$ cat src/rtl/wb_regfile.sv
// Write-back sink: commits MEM/WB results to the GPR file and HI/LO,
// with same-cycle bypass to the read ports and a retirement counter.
module wb_regfile #(
    parameter int NUM_REGS = 32,
    parameter int CNT_W    = 32
) (
    input  logic             clk,
    input  logic             rst,
    input  logic [4:0]       wb_wd,
    input  logic             wb_wreg,
    input  logic [31:0]      wb_wdata,
    input  logic [31:0]      wb_hi,
    input  logic [31:0]      wb_lo,
    input  logic             wb_whilo,
    input  logic             re1,
    input  logic [4:0]       raddr1,
    output logic [31:0]      rdata1,
    input  logic             re2,
    input  logic [4:0]       raddr2,
    output logic [31:0]      rdata2,
    output logic [31:0]      hi_o,
    output logic [31:0]      lo_o,
    output logic [CNT_W-1:0] retire_cnt,
    input  logic             cnt_clr
);

    logic [31:0] regs [NUM_REGS];
    logic [31:0] hi_q;
    logic [31:0] lo_q;
    logic        gpr_we;
    logic        commit;

    // r0 is never stored, so a write to it is dropped here.
    assign gpr_we = wb_wreg && (wb_wd != 5'd0);
    assign commit = gpr_we || wb_whilo;

    // GPR storage; r0 stays zero because gpr_we excludes it.
    always_ff @(posedge clk or negedge rst) begin
        if (!rst) begin
            for (int i = 0; i < NUM_REGS; i++) begin
                regs[i] <= '0;
            end
        end else if (gpr_we) begin
            regs[wb_wd] <= wb_wdata;
        end
    end

    // HI/LO pair, always written together.
    always_ff @(posedge clk or negedge rst) begin
        if (!rst) begin
            hi_q <= '0;
            lo_q <= '0;
        end else if (wb_whilo) begin
            hi_q <= wb_hi;
            lo_q <= wb_lo;
        end
    end

    // Retirement counter: one count per committing cycle, clear wins.
    always_ff @(posedge clk or negedge rst) begin
        if (!rst) begin
            retire_cnt <= '0;
        end else if (cnt_clr) begin
            retire_cnt <= '0;
        end else if (commit) begin
            retire_cnt <= retire_cnt + 1'b1;
        end
    end

    // Read port 1 with write-back bypass.
    always_comb begin
        rdata1 = '0;
        if (!rst) begin
            rdata1 = '0;
        end else if (raddr1 == 5'd0) begin
            rdata1 = '0;
        end else if (re1 && wb_wreg && (raddr1 == wb_wd)) begin
            rdata1 = wb_wdata;
        end else if (re1) begin
            rdata1 = regs[raddr1];
        end
    end

    // Read port 2 with write-back bypass.
    always_comb begin
        rdata2 = '0;
        if (!rst) begin
            rdata2 = '0;
        end else if (raddr2 == 5'd0) begin
            rdata2 = '0;
        end else if (re2 && wb_wreg && (raddr2 == wb_wd)) begin
            rdata2 = wb_wdata;
        end else if (re2) begin
            rdata2 = regs[raddr2];
        end
    end

    // HI/LO read with bypass of the value being committed.
    always_comb begin
        hi_o = '0;
        lo_o = '0;
        if (!rst) begin
            hi_o = '0;
            lo_o = '0;
        end else if (wb_whilo) begin
            hi_o = wb_hi;
            lo_o = wb_lo;
        end else begin
            hi_o = hi_q;
            lo_o = lo_q;
        end
    end

endmodule

$ cat config.mk
export PLATFORM = sky130hd
export DESIGN_NAME = wb_regfile
export DESIGN_NICKNAME = d
export VERILOG_FILES = /design/src/rtl/wb_regfile.sv
export SDC_FILE = /design/constraint.sdc
export NUM_CORES = 2
export LEC_CHECK = 0
export ABC_CLOCK_PERIOD_IN_PS = 4400
export BUFFER_PORTS_ARGS = -buffer_cell sky130_fd_sc_hd__buf_4
export CAP_MARGIN = 20
export CORE_UTILIZATION = 38
export DETAILED_ROUTE_END_ITERATION = 10
export GPL_ROUTABILITY_DRIVEN = 0
export PLACE_DENSITY = 0.58
export SLEW_MARGIN = 20
export SYNTH_ARGS = -nofsm -noshare
export SYNTH_HDL_FRONTEND = slang
export SYNTH_SLANG_ARGS = --single-unit
$ cat constraint.sdc
create_clock -name clk -period 4.4 [get_ports clk]
set_clock_uncertainty 0.05 [all_clocks]
set_input_delay 0.88 -clock clk [delete_from_list [all_inputs] [get_ports clk]]
set_output_delay 0.88 -clock clk [all_outputs]
set_load 0.01 [all_outputs]
# Yosys cells after proc, flatten, opt, wreduce, memory -nomap -nowiden
# Cells that the tools add are included.
[word_totals]
ff_bits = 1120
out_inout_bits = 160
inputBits = 118
word_cells = 79
[op_classes]
bitwise_logic = 3
n_addsub = 1
n_lt_le_gt_ge = 4
n_eq_ne = 2
mux = 23
n_reduce_logical = 11
[op_table]
columns = ["op", "n"]
rows = [
  ["bitwise mux 1024 bit", 1],
  ["2-to-1 mux 32 bit", 19],
  ["binary-select mux 32 bit (select 5 bit)", 2],
  ["demux 32 bit (select 5 bit)", 1],
  ["adder 32 x 1 -> 32 bit (second input constant)", 1],
  [">= comparator 6 bit (second input constant)", 3],
  ["NOT 5 -> 6 bit", 3],
  ["equality test 5 bit", 2],
  ["logical NOT 5 bit", 2],
  ["logical AND 1 bit", 6],
  ["< comparator 6 x 1 -> 1 bit (second input constant)", 1],
  ["nonzero test 5 bit", 1],
  ["nonzero test 2 bit", 1],
  ["logical OR 1 bit", 1],
]

# Depth between registers and ports, before layout
[logic_depth]
ltp_word = 8
mapped_depth = 10
mapped_depth_nobuf = 5

# Least setup slack after synthesis
# Ideal clock, no wire load.
[synth_path]
kind = "input to output"
from = "in raddr1[1]"
to = "out rdata1[0]"
required_time_ns = 3.470
arrival_ns = 2.751
path_stages = 7
setup_slack_ns = 0.719
path_cell_list = "buf_2 > buf_2 > clkbuf_1 > mux4_2 > mux4_2 > nor2b_1 > a211o_1"
[synth_via]
elab_chain_len = 8
[synth_rtl]
columns = ["item", "line", "text"]
rows = [
  ["start: declaration", "16", "input logic [4:0] raddr1,"],
  ["NOT 5 -> 6 bit (implied by the code)", "80", "rdata1 = regs[raddr1];"],
  ["binary-select mux 32 bit (select 5 bit)", "80", ""],
  ["2-to-1 mux 32 bit (implied by the code) (2 in a row)", "80", ""],
  ["2-to-1 mux 32 bit", "79", "end else if (re1) begin"],
  ["2-to-1 mux 32 bit", "77", "end else if (re1 && wb_wreg && (raddr1 == wb_wd)) begin"],
  ["2-to-1 mux 32 bit (*)", "75", "end else if (raddr1 == 5'd0) begin"],
  ["2-to-1 mux 32 bit (*)", "73", "if (!rst) begin"],
  ["end: declaration", "17", "output logic [31:0] rdata1,"],
]
# Mark *: on every way between the ends. The rest lies on a longest branch, timed or not. The select of a mux whose other input is x is not followed.

# Worst setup path in the final report
[layout_path]
from = "in raddr2[1]"
to = "out rdata2[1]"
[layout_via]
elab_chain_len = 8
[layout_rtl]
columns = ["item", "line", "text"]
rows = [
  ["start: declaration", "19", "input logic [4:0] raddr2,"],
  ["NOT 5 -> 6 bit (implied by the code)", "94", "rdata2 = regs[raddr2];"],
  ["binary-select mux 32 bit (select 5 bit)", "94", ""],
  ["2-to-1 mux 32 bit (implied by the code) (2 in a row)", "94", ""],
  ["2-to-1 mux 32 bit", "93", "end else if (re2) begin"],
  ["2-to-1 mux 32 bit", "91", "end else if (re2 && wb_wreg && (raddr2 == wb_wd)) begin"],
  ["2-to-1 mux 32 bit (*)", "89", "end else if (raddr2 == 5'd0) begin"],
  ["2-to-1 mux 32 bit (*)", "87", "if (!rst) begin"],
  ["end: declaration", "20", "output logic [31:0] rdata2,"],
]
# Marked as above.

==> flow_metrics.env <==
export IMPL_antenna_found_initial=2
export IMPL_cts_buffers=132
export IMPL_status="finished, final reports clean"
export IMPL_die_y_um=397.8
export IMPL_fin_crit_ns=4.288
export IMPL_syn_area_um2=59540
export IMPL_synth_edf_count=0
export IMPL_io_buffers=277
export IMPL_relSlewSlack_pct=26.94
export IMPL_die_area_um2=158300
export IMPL_power_density_nw_per_um2=443.2
export IMPL_start_util_pct=38.47
export IMPL_root_buffer="clkbuf_16"
export IMPL_max_freq_mhz=233.2
export IMPL_grt_first_pass_wirelength_um=280900
export IMPL_post_route_util_pct=44.66
export IMPL_grt_max_degree=158
export IMPL_cts_reportedPaths_clkPinSlew_ns=0.06
export IMPL_worst_endpoint_required_ns=3.47
export IMPL_yosysWarnings=0
export IMPL_rsz0062_at_grt="false"
export IMPL_yosysUniqueCellTypes=49
export IMPL_crit_fanout=35
export IMPL_drt_pass1_iter_count=5
export IMPL_leakage_nw=30.04
export IMPL_cts_sinks=1120
export IMPL_async_reset_ff_share_pct=100.0
export IMPL_synthFlopType="dfrtp_1"
export IMPL_hold_viol=0
export IMPL_ys_seq_area_share_pct=47.07
export IMPL_criticalPathCategory="input port to output pin"
export IMPL_r2r_start="retire_cnt[3]$_DFFE_PN0P_"
export IMPL_slew_violations=0
export IMPL_ioPinCount=278
export IMPL_fin_tns_setup_ns=0
export IMPL_fin_crit_sh_pct=97.46
export IMPL_yosys_register_bits=1120
export IMPL_hpwl_um=112600
export IMPL_crit_path_end_kind="output pin"
export IMPL_drt_iter0_markers=3422
export IMPL_route_vias_total=37930
export IMPL_worst_slew_pin_slew_ns=1.096
export IMPL_htreeDepth=4
export IMPL_wirelength_um=189500
export IMPL_grt_ovfl_total=0
export IMPL_whs_ns=0.2541
export IMPL_viasPerCell=6.072
export IMPL_first_global_vias=39230
export IMPL_final_nets=4215
export IMPL_cts_buffer_depth=3
export IMPL_synthCells=3952
export IMPL_r2r_end="retire_cnt[31]$_DFFE_PN0P_"
export IMPL_r2r_slack_ns=2.17
export IMPL_hp_class="input port to async pin"
export IMPL_drc=0
export IMPL_start_kind="input port"
export IMPL_reg2reg_depth=5
export IMPL_drive_gt1_share_pct=56.20
export IMPL_core_area_um2=154800
export IMPL_wire_per_inst_um=30.34
export IMPL_tritoncts="built"
export IMPL_row_count=144
export IMPL_grt_usage_pct=24.25
export IMPL_synth_nets=4071
export IMPL_clock_latency_ns=0.77
export IMPL_areaGrowthSynthToFinish_pct=16.10
export IMPL_setup_viol=0
export IMPL_fp_dieW_um=397.8
export IMPL_cts_hold_buf=0
export IMPL_peakVddDrop_mv=0.3632
export IMPL_maxCapViolations=0
export IMPL_ant_nets=0
export IMPL_synth_avg_cell_area_um2=15.07
export IMPL_cp_data_arrival_time_ns=3.36
## metrics by stage
stage	total power, mW	cells	cell area [um^2]	worst slack [ns]
floorplan	17.61	3952	59540	0.7187
global placement	19.38	6006	64670	0.1052
detailed placement	19.53	6006	64670	0.07351
CTS	30.92	6243	69100	0.05743
global route	31.96	6243	69110	0.07595
finish	30.64	6246	69120	0.1119
## cells in the final DEF (no fill, tap or decap), drive strengths merged, types with 4 or more instances in the layout
| cell | n |
|---|---|
| or2 | 4 |
| a21o | 33 |
| and4 | 6 |
| dfrtp | 1120 |
| bufinv | 9 |
| a211oi | 126 |
| mux2 | 1119 |
| and3 | 7 |
| clkbuf | 199 |
| o22ai | 31 |
| o2111ai | 9 |
| nor4 | 33 |
| nand2 | 33 |
| o211ai | 5 |
| o31ai | 4 |
| inv | 12 |
| nand4 | 5 |
| o21ai | 15 |
| clkinv | 21 |
| a211o | 32 |
| and2 | 88 |
| mux4 | 537 |
| nor2b | 113 |
| or3 | 12 |
| nor3 | 5 |
| nor2 | 41 |
| nand3 | 12 |
| buf | 454 |
| xnor2 | 10 |
| xor2 | 15 |
| mux2i | 45 |
| a21oi | 17 |
## layer usage
metal  up-vias  track usage, %  wire [um]
met2      1488           37.60      88560
met4         4           6.751       4759
met5         -               0         24
met3       276           5.036      13840
li1      15510               -          -
met1     20650           34.41      82350
## where the power goes
part	switching, mW	internal, mW	leakage, nW	total [mW]
Sequential	1.35	12.2	14.3	13.5
Combinational	2.14	3.71	13.5	5.85
Clock	4.57	6.70	2.17	11.3
Total	8.07	22.6	30.0	30.6
## timing repair
action | 4_1_cts | 5_1_grt
buffers inserted | 0 | 0
resized for setup | 0 | 1
setup endpoints to repair | 0 | 1
## how the worst max path moves through the flow
stage	startpoint	to
floorplan	raddr1[1]	rdata1[0]
global placement	raddr2[1]	rdata2[1]
detailed placement	raddr2[1]	rdata2[1]
CTS	raddr2[1]	rdata2[1]
global route	raddr2[1]	rdata2[1]
finish	raddr2[1]	rdata2[1]
## worst max-delay path, cell delays in order
cell      delay, ns
buf_8          0.34
buf_12         0.30
buf_4          0.26
mux4_2         0.31
and2_1         0.17
a211oi_1       0.38
nor4_2         0.16
buf_4          0.18
a21o_1         0.15
buf_4          0.14
## synth_stat cells (3+ instances only)
master     count  area share [%]
buf_2         80            0.67
buf_4         12            0.15
buf_1         56            0.35
and2_1        88            0.92
mux4_2       537              20
nand4_1        5           0.053
and3_1         7           0.074
or4_1          3           0.038
dfrtp_1     1120              47
o22ai_1       31            0.33
o21ai_0       15            0.13
or3_1         12            0.13
a21oi_1       17            0.14
nand2_1       33            0.21
buf_6         10            0.19
o31ai_1        4           0.050
o211ai_1       5           0.063
nand3_1       12            0.10
mux2_2      1119              21
xnor2_1       10            0.15
nand3b_1       3           0.038
and4_1         6           0.088
nor2b_1      113             1.2
a21o_1        33            0.42
a211o_1       32            0.47
xor2_1        15            0.22
nor3_1         5           0.042
nor4_1        33            0.35
nor3b_1        3           0.038
a22oi_1        3           0.038
inv_1          7           0.044
a211oi_1     126             1.6
mux2i_1       45            0.76
or2_2          4           0.042
o2111ai_1      9            0.13
clkbuf_1     286             1.8
nor2_1        41            0.26
## cell type report
| cell class | instances | area, um^2 |
|---|---|---|
| clock buffers | 199 | 3920 |
| clock inverters | 38 | 516.7 |
| fillers | 13710 | 85650 |
| diodes | 3 | 7.507 |
| well taps | 2044 | 2557 |
| multi-input cells | 2381 | 29900 |
| inverters | 7 | 26.28 |
| flip-flops and latches | 1120 | 28030 |
| repair buffers | 454 | 4165 |
## cells by family (layout without fill, tap and decap cells)
logic type                 after synthesis  in the layout  share of synthesized area, %
AOI/OAI and AO/OA                      282            282                         3.468
other                                    0              3                             0
xor gates and xnor gates                25             25                        0.3678
adders and majority gates                1              1                       0.02101
buffers and inverters                  451            698                         3.213
muxes                                 1701           1701                         42.23
and+or+nand+nor                        372            372                         3.621
DFF                                   1120           1120                         47.07
## sequential cells by signal, summed over array words and instances, names as in the netlist
name and flops:
hi_q 32, lo_q 32, retire_cnt 32, regs 1024
Power figures use the tool's default switching activity.
